File: config.mk
export PLATFORM = sky130hd
export DESIGN_NAME = upcc_dec_flat
export DESIGN_NICKNAME = d
export VERILOG_FILES = /design/src/rtl/upcc_dec_if.sv /design/src/rtl/upcc_dec.sv /design/src/flat_wrapper.sv
export SDC_FILE = /design/constraint.sdc
export NUM_CORES = 1
export LEC_CHECK = 0
export BUFFER_PORTS_ARGS = -buffer_cell sky130_fd_sc_hd__buf_2
export CELL_PAD_IN_SITES_DETAIL_PLACEMENT = 1
export CELL_PAD_IN_SITES_GLOBAL_PLACEMENT = 2
export CORE_MARGIN = 10
export CORE_UTILIZATION = 34
export CTS_CLUSTER_SIZE = 20
export DETAILED_ROUTE_END_ITERATION = 10
export PLACE_DENSITY = 0.84
export SLEW_MARGIN = 20
export SYNTH_ARGS = -nofsm -noshare
export SYNTH_HDL_FRONTEND = slang
export SYNTH_SLANG_ARGS = --single-unit
export TNS_END_PERCENT = 30
File: constraint.sdc
create_clock -name clk -period 8.75 [get_ports clk]
set_clock_uncertainty 0.1 [all_clocks]
set_input_delay 1.75 -clock clk [delete_from_list [all_inputs] [get_ports clk]]
set_output_delay 1.75 -clock clk [all_outputs]
set_load 0.01 [all_outputs]
File: src/rtl/upcc_dec_if.sv
// Sample/report bus of the up/down code counter decoder.
// The producer drives inval/inea; the decoder drives the out* signals.
interface upcc_dec_if #(
  parameter int POSW = 8
);
  logic                   inval;
  logic [2:0]             inea;
  logic [2:0]             outidx;
  logic                   outdir;
  logic                   outmov;
  logic                   outerr;
  logic                   outlock;
  logic signed [POSW-1:0] outpos;
  logic [3:0]             outerrcnt;

  modport master (
    output inval, inea,
    input  outidx, outdir, outmov, outerr, outlock, outpos, outerrcnt
  );

  modport slave (
    input  inval, inea,
    output outidx, outdir, outmov, outerr, outlock, outpos, outerrcnt
  );
endinterface

File: src/rtl/upcc_dec.sv
// Sequence decoder for the 3-bit up/down code counter state bus.
// Optional saturating error counter enabled by defining UPCC_ERRCNT_EN.
module upcc_dec #(
  parameter int POSW = 8
) (
  input  logic     clk,
  input  logic     rst,
  upcc_dec_if.slave bus
);

  typedef enum logic {UNLOCK, LOCK} state_t;

  state_t            state_q;
  logic [2:0]        idx_q;
  logic              dir_q;
  logic              mov_q;
  logic              err_q;
  logic [POSW-1:0]   pos_q;

  logic              code_ok;
  logic [2:0]        code_idx;
  logic [3:0]        fwd_sum;
  logic [2:0]        step;
  logic              err_event;

  // Code table lookup and forward distance (0..5) from the held index.
  always_comb begin
    // NOTE: every signal gets a default first so no path leaves it unassigned (no latch).
    code_ok  = 1'b1;
    code_idx = 3'd0;
    unique case (bus.inea)
      3'b100:  code_idx = 3'd0;
      3'b011:  code_idx = 3'd1;
      3'b101:  code_idx = 3'd2;
      3'b010:  code_idx = 3'd3;
      3'b111:  code_idx = 3'd4;
      3'b110:  code_idx = 3'd5;
      default: code_ok  = 1'b0;
    endcase
    fwd_sum = {1'b0, code_idx} + 4'd6 - {1'b0, idx_q};
    step    = (fwd_sum >= 4'd6) ? 3'(fwd_sum - 4'd6) : fwd_sum[2:0];
    // Illegal code anywhere, or a legal jump of 2..4 forward (2 or 3 either way) while locked.
    err_event = bus.inval &&
                (!code_ok || (state_q == LOCK && step != 3'd0 && step != 3'd1 && step != 3'd5));
  end

  // NOTE: sequential state uses non-blocking assignments so all registers update together.
  always_ff @(posedge clk) begin
    if (rst) begin
      state_q <= UNLOCK;
      idx_q   <= 3'd0;
      dir_q   <= 1'b0;
      mov_q   <= 1'b0;
      err_q   <= 1'b0;
      pos_q   <= '0;
    end else begin
      mov_q <= 1'b0;
      err_q <= err_event;
      if (bus.inval) begin
        unique case (state_q)
          UNLOCK: begin
            if (code_ok) begin
              idx_q   <= code_idx;
              state_q <= LOCK;
            end
          end
          LOCK: begin
            if (!code_ok) begin
              state_q <= UNLOCK;
            end else if (step == 3'd1) begin
              idx_q <= code_idx;
              dir_q <= 1'b1;
              mov_q <= 1'b1;
              pos_q <= pos_q + POSW'(1);
            end else if (step == 3'd5) begin
              idx_q <= code_idx;
              dir_q <= 1'b0;
              mov_q <= 1'b1;
              pos_q <= pos_q - POSW'(1);
            end else if (step != 3'd0) begin
              // Resync: adopt the new index without counting a move.
              idx_q <= code_idx;
            end
          end
          default: state_q <= UNLOCK;
        endcase
      end
    end
  end

`ifdef UPCC_ERRCNT_EN
  logic [3:0] errcnt_q;

  // Counts in the same edge that raises the error pulse, so both appear together.
  always_ff @(posedge clk) begin
    if (rst) begin
      errcnt_q <= 4'd0;
    end else if (err_event && errcnt_q != 4'd15) begin
      errcnt_q <= errcnt_q + 4'd1;
    end
  end

  assign bus.outerrcnt = errcnt_q;
`else
  assign bus.outerrcnt = 4'd0;
`endif

  assign bus.outidx  = idx_q;
  assign bus.outdir  = dir_q;
  assign bus.outmov  = mov_q;
  assign bus.outerr  = err_q;
  assign bus.outlock = (state_q == LOCK);
  assign bus.outpos  = $signed(pos_q);

endmodule

File: src/flat_wrapper.sv
// flat-port wrapper written by rule: the top's interface ports become plain ports
module upcc_dec_flat 
#(
  parameter int POSW = 8
)
  (clk, rst, bus_inval, bus_inea, bus_outidx, bus_outdir, bus_outmov, bus_outerr, bus_outlock, bus_outpos, bus_outerrcnt);
  upcc_dec_if #(.POSW(POSW)) bus_i ();
  input  logic clk;
  input  logic rst;
  input wire logic [$bits(bus_i.inval)-1:0] bus_inval;
  input wire logic [$bits(bus_i.inea)-1:0] bus_inea;
  output wire logic [$bits(bus_i.outidx)-1:0] bus_outidx;
  output wire logic [$bits(bus_i.outdir)-1:0] bus_outdir;
  output wire logic [$bits(bus_i.outmov)-1:0] bus_outmov;
  output wire logic [$bits(bus_i.outerr)-1:0] bus_outerr;
  output wire logic [$bits(bus_i.outlock)-1:0] bus_outlock;
  output wire logic [$bits(bus_i.outpos)-1:0] bus_outpos;
  output wire logic [$bits(bus_i.outerrcnt)-1:0] bus_outerrcnt;
  assign bus_i.inval = bus_inval;
  assign bus_i.inea = bus_inea;
  assign bus_outidx = bus_i.outidx;
  assign bus_outdir = bus_i.outdir;
  assign bus_outmov = bus_i.outmov;
  assign bus_outerr = bus_i.outerr;
  assign bus_outlock = bus_i.outlock;
  assign bus_outpos = bus_i.outpos;
  assign bus_outerrcnt = bus_i.outerrcnt;
  upcc_dec #(.POSW(POSW)) u_core (.clk(clk), .rst(rst), .bus(bus_i));
endmodule
==> results of run 1 <==
worst paths after layout:
path / start / to / slack [ns] / cells after the start
setup / recovery: bus_inea[2] / u_core.bus.outpos[7] / 3.49 / 15
hold / removal: u_core.bus.outidx[2] / u_core.bus.outidx[2] / 0.40 / 2
setup reg to reg: u_core.bus.outidx[1] / u_core.bus.outpos[7] / 5.05 / 12
hold reg to reg: u_core.bus.outidx[2] / u_core.bus.outidx[2] / 0.40 / 2
metrics by stage:
| step | worst slack [ns] | area (um^2) |
|---|---|---|
| global route | 3.19 | 1290 |
| CTS | 3.10 | 1280 |
| floorplan | 3.74 | 1180 |
| finish | 3.49 | 1290 |
| global placement | 2.93 | 1260 |
| detailed placement | 2.79 | 1260 |
cells in the mapped netlist, drive strengths merged, types with 3 or more instances:
library cell  number  area [um^2]
nor2              17         68.8
dfxtp             15          300
inv               10         37.5
a21oi              8         40.0
ha                 8          100
buf                7         50.0
mux2i              6         60.1
nand2              6         22.5
nor2b              5         31.3
a211oi             4         40.0
a31o               4         35.0
o21ai              4         20.0
clkbuf             3         31.3
mux2               3         37.5
or2b               3         22.5
xnor2              3         45.1
cell usage in the layout (no fill, tap or decap), drive strengths merged, types with 2 or more instances in the layout:
| cell | synthesis | layout |
|---|---|---|
| nand2 | 6 | 6 |
| a31oi | 2 | 2 |
| conb | 1 | 4 |
| a21boi | 2 | 2 |
| mux2 | 3 | 3 |
| dfxtp | 15 | 15 |
| nor2b | 5 | 5 |
| a211oi | 4 | 4 |
| nor3b | 2 | 2 |
| a31o | 4 | 4 |
| buf | 7 | 20 |
| xnor2 | 3 | 3 |
| o21ai | 4 | 4 |
| ha | 8 | 8 |
| nand2b | 2 | 2 |
| clkbuf | 3 | 3 |
| mux2i | 6 | 6 |
| xor2 | 2 | 2 |
| or2b | 3 | 3 |
| o211ai | 2 | 2 |
| inv | 10 | 10 |
| nor2 | 17 | 17 |
| a21oi | 8 | 8 |
metal layers:
| layer | share of wire | GRT usage | vias up |
|---|---|---|---|
| met3 | 0.046 | 0.0262 | 2 |
| met4 | 0.0083 | 0.0323 | 0 |
| met2 | 0.46 | 0.158 | 15 |
| met1 | 0.48 | 0.112 | 459 |
| li1 | - | - | 487 |
| met5 | 0 | 0 | - |
sequential cells by signal, indices dropped and copies added (netlist names):
| signal | cells |
|---|---|
| u_core.bus.outdir | 1 |
| u_core.bus.outerr | 1 |
| u_core.bus.outidx | 3 |
| u_core.bus.outlock | 1 |
| u_core.bus.outmov | 1 |
| u_core.bus.outpos | 8 |
cell type report:
class,count,area [um^2]
inverter,10,37.5
clock inverter,1,5.00
multi-input combinational,101,764
clock buffer,3,22.5
fill,418,2050
timing repair buffer,20,100
tap,46,57.6
sequential,15,300
power by group through the flow:
| stage | sequential (mW) | combinational (mW) | clock [mW] |
|---|---|---|---|
| 2_1_floorplan | 0.0755 | 0.0554 | 0 |
| 3_3_place_gp | 0.0751 | 0.0638 | 0 |
| 3_5_place_dp | 0.0754 | 0.0667 | 0 |
| 4_1_cts | 0.0739 | 0.0671 | 0.0445 |
| 5_1_grt | 0.0743 | 0.0754 | 0.0481 |
| 6_report | 0.0738 | 0.0666 | 0.0426 |
logic make-up (layout without fill, tap and decap cells):
kind of cell / Yosys count / after routing
simple gates: 43 / 43
xor+xnor: 5 / 5
buf+inv: 20 / 34
other cells: 1 / 4
mux: 9 / 9
flops: 15 / 15
fa+ha+maj: 9 / 9
compound gates: 31 / 31
tightest hold or removal path: stages, from the launching register on:
cell and delay [ns]:
dfxtp_1 0.34, nand2_1 0.06, a21oi_1 0.06
==> impl_metrics.ini, run 1 <==
[outcome]
outcome = completed

[floorplanning]
io_pins = 25
initial_core_util = 0.350
core-area_mm2 = 0.00334
core.rowCount = 21
die_w_um = 78.6
die_area_mm2 = 0.00618
die-height_um = 78.6

[layout]
area.growth.synth_to_final_pct = 10.2
fin_nets = 166
fin_cells = 196
final_util = 0.386
diodes = 0
drive_gt1_frac = 0.253

[power]
total_power_mw = 0.183
p_clk_frac = 0.233
comb_power_share = 0.364
power.share.sequential = 0.403
cellPowerDensity_mw_per_mm2 = 142
p_int_mw = 0.116
ir_worst_vdd_uv = 86.4
switching_share = 0.364
p_leak_nw = 0.570
p_sw_mw = 0.0666

[place]
gp_congestion = 0.713
place_inst = 192
dp_hpwl_mm = 2.16
io_buffers = 20

[run]
maxCapViolCount = 0

[global_routing]
track_usage = 0.0942
grt_max_degree = 20
grt_remaining_overflow = 0
grt_pass1_vias = 1056
antenna_found_initial = 0
grt_pass1_wl_mm = 4.88

[sta]
finalCritPeriodShare = 0.601
period_needed_ns = 5.26
tns_ns = 0
setup_violations = 0
rsz0062_at_grt = false
max_freq_ghz = 0.190
slew_viol_final = 0
worst_pin_slew_ns = 0.961
maxSlewHeadroom = 0.357
hold_ws_ns = 0.403
hold_viol_final = 0

[clocking]
clockRootBuffer = clkbuf_4
path_clk_slew_ns = 0.11
cts_setup_buffers = 0
cts_hold_buffers = 0
clockBufferDepth = 2
clk_latency_ns = 0.29
htreeDepth = 1
numCtsBuffers = 3
cts_sinks = 15
cts_resized = 0
cts_tree = yes

[route]
drt_first_pass_iters = 3
ant_nets = 0
drtIter0Drc = 16
avgRoutedWirePerCell_um = 14.1
vias_per_cell = 4.91
wl_mm = 2.76
route.detailed.drc = 0
vias = 963

[logic_synthesis]
synth_cell_types = 49
synthSimpleGateAreaFrac = 0.209
synth_xor_area_frac = 0.0535
ys.flop_type = dfxtp_1
syn_area_mm2 = 0.00117
synth_fa_ha_area_frac = 0.103
yosys_warnings = 0
synth_edf_count = 0
ys_ff_latch = 15
ys_async_sr_fraction = 0
synth_compound_area_frac = 0.190
synth_top_family_by_area = simple AND/OR/NAND/NOR gates
synth_cells = 133
syn_area_per_cell_um2 = 8.79
synth.area.mux_share = 0.0835
ys_seq_area_frac = 0.257

[worst_setup_path]
crit_top_cell = ha_1
startpoint_type = input pin
critical_path_arrival_ns = 5.34
path_class = input pin to flip-flop
cp_max_fo = 13
max_stage_delay_ns = 0.54
crit_chain = buf_2, nor3b_1, a21oi_1, ha_1, inv_1, ha_1, fa_1, and3b_1, a21oi_2, ha_1, a41oi_1, nor2_1, a31o_2, o211ai_2, mux2_4
critPathBufInv = 2
slowest_stage = fa_1
cp.required_ns = 8.84
end_kind = flip-flop
crit_family = adder cells

[hold_path]
hp-class = flip-flop to flip-flop
(Power assumes the default switching activity.)
==> run 2: changes to the inputs <==
--- a/config.mk
+++ b/config.mk
@@ -5,14 +5,15 @@
 export SDC_FILE = /design/constraint.sdc
 export NUM_CORES = 1
 export LEC_CHECK = 0
+export ABC_AREA = 1
 export BUFFER_PORTS_ARGS = -buffer_cell sky130_fd_sc_hd__buf_2
 export CELL_PAD_IN_SITES_DETAIL_PLACEMENT = 1
 export CELL_PAD_IN_SITES_GLOBAL_PLACEMENT = 2
 export CORE_MARGIN = 10
-export CORE_UTILIZATION = 34
+export CORE_UTILIZATION = 30
 export CTS_CLUSTER_SIZE = 20
 export DETAILED_ROUTE_END_ITERATION = 10
-export PLACE_DENSITY = 0.84
+export PLACE_DENSITY = 0.8
 export SLEW_MARGIN = 20
 export SYNTH_ARGS = -nofsm -noshare
 export SYNTH_HDL_FRONTEND = slang
==> constraint.sdc (replaced) <==
create_clock -name clk -period 5.25 [get_ports clk]
set_clock_uncertainty 0.1 [all_clocks]
set_input_delay 1.05 -clock clk [delete_from_list [all_inputs] [get_ports clk]]
set_output_delay 1.05 -clock clk [all_outputs]
set_load 0.01 [all_outputs]
==> run 2 against run 1 <==
Effect of this change: wire length increased by 7.6%; final area increased by 7.4%; first-iteration DRC count decreased by 38%; cell count increased by 21%; sequential power increased by 69%; critical path depth increased by 7; non-clock buffer count increased by 1; largest cell class unchanged; largest power group is now combinational cells.
==> impl_metrics.ini, run 2 <==
[worst_setup_path]
cp.required_ns = 5.31
rrSetupSlack_ns = 2.23
r2r_cells = 19
critPathBufInv = 4
startpoint_type = input pin
crit_top_cell = nand2_1
slowest_stage = fa_1
path_class = input pin to flip-flop
crit_chain = buf_2, o21ai_0, o21ai_0, ha_1, inv_1, ha_1, fa_1, inv_1, nand2_1, nand3_2, nand2_2, nor2_8, nand2_8, ha_1, nand3_1, nand2_1, a21oi_1, nand2_1, nand2_1, nand2_1, o21ai_1, inv_1
max_stage_delay_ns = 0.41
end_kind = flip-flop
critical_path_arrival_ns = 3.98
r2r-end = u_core.bus.outpos[6]
crit_family = adder cells
reg2reg_from = u_core.bus.outidx[1]
cp_max_fo = 8

[global_routing]
grt_remaining_overflow = 0
grt_pass1_vias = 1198
grt_pass1_wl_mm = 5.41
grt_max_degree = 13
antenna_found_initial = 0
track_usage = 0.0907

[place]
gp_congestion = 0.806
place_area_mm2 = 0.00134
io_buffers = 20
dp_hpwl_mm = 2.46

[layout]
fin_nets = 205
drive_gt1_frac = 0.270
diodes = 0
stdcell_area_mm2 = 0.00138
final_cell_mix = 31 x nand2_1, 26 x inv_1, 20 x buf_2
final_common_cell = nand2_1
largest_register_ffs = 8
area.growth.synth_to_final_pct = 15.6

[hold_path]
min_path_cells = 2
min_from = u_core.bus.outpos[1]
min_to = u_core.bus.outpos[1]
hp-class = flip-flop to flip-flop

[sta]
hold_ws_ns = 0.410
period_needed_ns = 3.92
max_freq_ghz = 0.255
setup_violations = 0
tns_ns = 0
hold_viol_final = 0
rsz0062_at_grt = false
finalCritPeriodShare = 0.746
slew_viol_final = 0

[run]
maxCapViolCount = 0

[clocking]
clockBufferDepth = 2
clk_latency_ns = 0.26
cts_sinks = 15
htreeDepth = 1
cts_resized = 0
numCtsBuffers = 3
cts_tree = yes
cts_setup_buffers = 0
clockRootBuffer = clkbuf_8
path_clk_slew_ns = 0.07
cts_hold_buffers = 0

[floorplanning]
io_pins = 25
core.rowCount = 22
die_area_mm2 = 0.00691
core-area_mm2 = 0.00377
die-height_um = 83.1
initial_core_util = 0.317
die_w_um = 83.1

[logic_synthesis]
ys_seq_area_frac = 0.251
synth_edf_count = 0
post-synth-top-area-fraction = 0.251
syn_area_per_cell_um2 = 7.16
synth_cells = 167
ys_async_sr_fraction = 0
synth.area.top_cells = dfxtp_1 25%, nand2_1 9.7%, ha_1 8.4%, inv_1 8.2%, a21oi_1 5.0%
ys_ff_latch = 15
synth_commonest_cells = 31 x nand2_1, 26 x inv_1, 15 x dfxtp_1
yosysTopAreaCell = dfxtp_1
yosysMostFrequentCell = nand2_1
yosys_warnings = 0
syn_area_mm2 = 0.00120
ys.flop_type = dfxtp_1
synth_cell_types = 34

[power]
ir_worst_vdd_uv = 92.8
p_leak_nw = 0.733
total_power_mw = 0.438
cellPowerDensity_mw_per_mm2 = 317

[route]
vias_per_cell = 4.60
vias = 1091
route.detailed.drc = 0
avgRoutedWirePerCell_um = 12.5
drtIter0Drc = 10
drt_first_pass_iters = 4
wl_mm = 2.96
ant_nets = 0

[outcome]
outcome = completed
run 2: cell families (layout without fill, tap and decap cells):
logic type	after synthesis	count (layout)	share of synthesized area
buffers and inverters	36	55	0.129
flip-flops	15	15	0.251
XOR/XNOR	4	4	0.0293
adder cells (fa/ha/maj)	9	9	0.100
other	1	4	0.00314
AND/OR/NAND/NOR	71	71	0.331
AO/OA/AOI/OAI	31	31	0.157
run 2: worst max-delay path by stage:
stage / from / to / slack, ns / cells after the start
floorplan: bus_inea[2] / u_core.bus.outpos[6] / 1.42 / 20
global placement: bus_inea[2] / u_core.bus.outpos[6] / 1.13 / 22
detailed placement: bus_inea[2] / u_core.bus.outpos[6] / 1.01 / 22
CTS: bus_inea[2] / u_core.bus.outpos[6] / 1.29 / 22
global route: bus_inea[2] / u_core.bus.outpos[6] / 1.02 / 22
finish: bus_inea[2] / u_core.bus.outpos[6] / 1.33 / 22
run 2: metrics by stage:
step | cells | util | setup slack, ns
finish | 237 | 0.367 | 1.33
global route | 237 | 0.367 | 1.02
CTS | 237 | 0.367 | 1.29
detailed placement | 233 | 0.354 | 1.01
global placement | 233 | 0.354 | 1.13
floorplan | 170 | - | 1.42
run 2: area by class of cell:
| type | count | area [um^2] |
|---|---|---|
| Clock buffer | 3 | 41.3 |
| Clock inverter | 1 | 5.00 |
| Fill cell | 493 | 2390 |
| Inverter | 30 | 115 |
| Multi-Input combinational cell | 119 | 753 |
| Sequential cell | 15 | 300 |
| Tap cell | 48 | 60.1 |
| Timing Repair Buffer | 21 | 108 |
run 2: metal layers:
layer,share of wire,track usage,up-vias
li1,-,-,567
met1,0.46,0.101,501
met2,0.48,0.159,18
met3,0.044,0.0244,5
met4,0.016,0.0369,0
met5,0,0,-
run 2: worst min-delay path: stages, from the launching register on:
cell and delay (ns):
dfxtp_1 0.33, inv_1 0.08, a21oi_1 0.06
run 2: where the power goes:
| part | switching, mW | internal [mW] | total, mW |
|---|---|---|---|
| clock network | 0.0480 | 0.0528 | 0.101 |
| registers | 0.00509 | 0.120 | 0.125 |
| logic | 0.136 | 0.0760 | 0.212 |
==> run 3: changes to the inputs <==
--- a/config.mk
+++ b/config.mk
@@ -10,10 +10,10 @@
 export CELL_PAD_IN_SITES_DETAIL_PLACEMENT = 1
 export CELL_PAD_IN_SITES_GLOBAL_PLACEMENT = 2
 export CORE_MARGIN = 10
-export CORE_UTILIZATION = 30
+export CORE_UTILIZATION = 27
 export CTS_CLUSTER_SIZE = 20
 export DETAILED_ROUTE_END_ITERATION = 10
-export PLACE_DENSITY = 0.8
+export PLACE_DENSITY = 0.76
 export SLEW_MARGIN = 20
 export SYNTH_ARGS = -nofsm -noshare
 export SYNTH_HDL_FRONTEND = slang
==> constraint.sdc (replaced) <==
create_clock -name clk -period 3.2 [get_ports clk]
set_clock_uncertainty 0.1 [all_clocks]
set_input_delay 0.64 -clock clk [delete_from_list [all_inputs] [get_ports clk]]
set_output_delay 0.64 -clock clk [all_outputs]
set_load 0.01 [all_outputs]
==> run 3 against run 2 <==
Effect of this change: the flow now finishes with violations (negative setup slack); global-route usage rose by 0.96 points; non-clock buffer count rose by 21; cell count rose by 11%; final area rose by 26%; largest power group unchanged; utilization rose by 3.5 points; critical path depth fell by 1; combinational power rose to 2.5 times the previous value; wire length rose by 20%; worst hold slack improved by 0.0014 ns; first-iteration DRC count rose to 4.3 times the previous value.
==> impl_metrics.ini, run 3 (same netlist as run 2, synthesis figures left out) <==
[route]
vias = 1212
wl_mm = 3.55
route.detailed.drc = 0
vias_per_cell = 4.63
ant_nets = 0
top_layer = met4
drtIter0Drc = 43
drt_first_pass_iters = 4
avgRoutedWirePerCell_um = 13.5
wl_met2_mm = 1.81
met3_length_um = 186
met1_length_mm = 1.52

[clocking]
cts_sinks = 15
numCtsBuffers = 3
clockRootBuffer = clkbuf_8
htreeDepth = 1
clk_latency_ns = 0.25
cts_tree = yes
cts_hold_buffers = 0
path_clk_slew_ns = 0.07
clockBufferDepth = 2

[outcome]
outcome = finished, violations left
violations = negative setup slack

[worst_setup_path]
cp.required_ns = 3.30
path_class = input pin to flip-flop
critical_path_arrival_ns = 3.42
cp_max_fo = 7
end_kind = flip-flop
startpoint_type = input pin

[sta]
hold_viol_final = 0
finalCritPeriodShare = 1.04
worst_slack_ns = -0.123
max_freq_ghz = 0.301
hold_ws_ns = 0.411
setup_violations = 5
period_needed_ns = 3.32
slew_viol_final = 0
rsz0062_at_grt = true

[layout]
area.growth.synth_to_final_pct = 45.3
diodes = 0
fin_nets = 226
largest_register_ffs = 8
drive_gt1_frac = 0.486
final_cell_mix = 24 x nand2_1, 22 x inv_1, 21 x buf_4
final_common_cell = nand2_1

[global_routing]
grt_pass1_wl_mm = 6.18
grt_pass1_vias = 1350
grt_max_degree = 12
grt_remaining_overflow = 0
track_usage = 0.100
antenna_found_initial = 0

[floorplanning]
die_w_um = 86.6
die_area_mm2 = 0.00749
die-height_um = 86.6
io_pins = 25
initial_core_util = 0.277
core.rowCount = 24
core-area_mm2 = 0.00432

[place]
pre_cts_slack_ns = -0.507
io_buffers = 20
dp_hpwl_mm = 2.88
gp_congestion = 0.800

[hold_path]
hp-class = flip-flop to flip-flop

[power]
p_leak_nw = 0.861
ir_worst_vdd_uv = 209
total_power_mw = 0.906
cellPowerDensity_mw_per_mm2 = 521

[run]
maxCapViolCount = 0
==> run 3: changes by cell type in the layout (fill, tap and decap cells not counted), moves of 3 or more <==
| cell | before | now |
|---|---|---|
| buf_4 | 1 | 21 |
| ha_1 | 8 | 4 |
| ha_4 | 0 | 3 |
| inv_1 | 26 | 22 |
| inv_2 | 3 | 7 |
| nand2_1 | 31 | 24 |
| nand2_2 | 8 | 13 |
| nand3_1 | 7 | 2 |
| nand3_4 | 0 | 3 |
==> run 3: worst paths after layout <==
check | startpoint | end | slack, ns | cells after the start
min | u_core.bus.outpos[7] | u_core.bus.outpos[7] | 0.41 | 2
max reg2reg | u_core.bus.outidx[1] | u_core.bus.outpos[7] | 0.24 | 18
min reg2reg | u_core.bus.outpos[7] | u_core.bus.outpos[7] | 0.41 | 2
max | bus_inea[0] | u_core.bus.outpos[7] | -0.12 | 21
==> run 3: area by class of cell <==
class,instances,area (um^2)
multi-input combinational,119,926
sequential,15,300
timing repair buffer,42,285
inverter,30,115
fill,560,2590
clock buffer,3,41.3
clock inverter,1,5.00
tap,52,65.1
==> run 3: metrics by stage <==
stage               cells  instance area (um^2)  TNS [ns]   util
detailed placement    254                  1540     -3.76  0.356
finish                262                  1740    -0.411  0.402
floorplan             170                  1280    -0.205      -
CTS                   260                  1650    -0.306  0.383
global route          262                  1740     -1.37  0.402
global placement      254                  1540     -2.22  0.356
==> run 3: where the power goes <==
group	internal, mW	total [mW]	switching [mW]
Combinational	0.239	0.538	0.299
Sequential	0.197	0.206	0.00995
Clock	0.0864	0.162	0.0752
Total	0.522	0.906	0.385
==> run 3: critical path, stage by stage <==
cell,delay [ns]
buf_8,0.10
o21ai_4,0.13
o21ai_2,0.08
ha_1,0.29
inv_1,0.05
ha_2,0.17
fa_2,0.57
nor2_4,0.06
nand3_4,0.08
nand2_4,0.08
nor2_8,0.16
nand2_8,0.11
ha_4,0.30
nand3_4,0.08
nor2_2,0.12
nand2_2,0.07
nand2_1,0.07
nand2_1,0.05
nand2_1,0.05
nand2_1,0.06
a21oi_2,0.10
==> run 3: metal layers <==
metal / global-route usage / up-vias
li1: - / 614
met1: 0.112 / 571
met2: 0.180 / 22
met3: 0.0328 / 5
met4: 0.0221 / 0
met5: 0 / -
==> run 3: what timing repair did <==
action	CTS	global route
buffers inserted	2	2
pin swaps	18	6
setup endpoints to repair	7	11
gates resized for setup	15	17
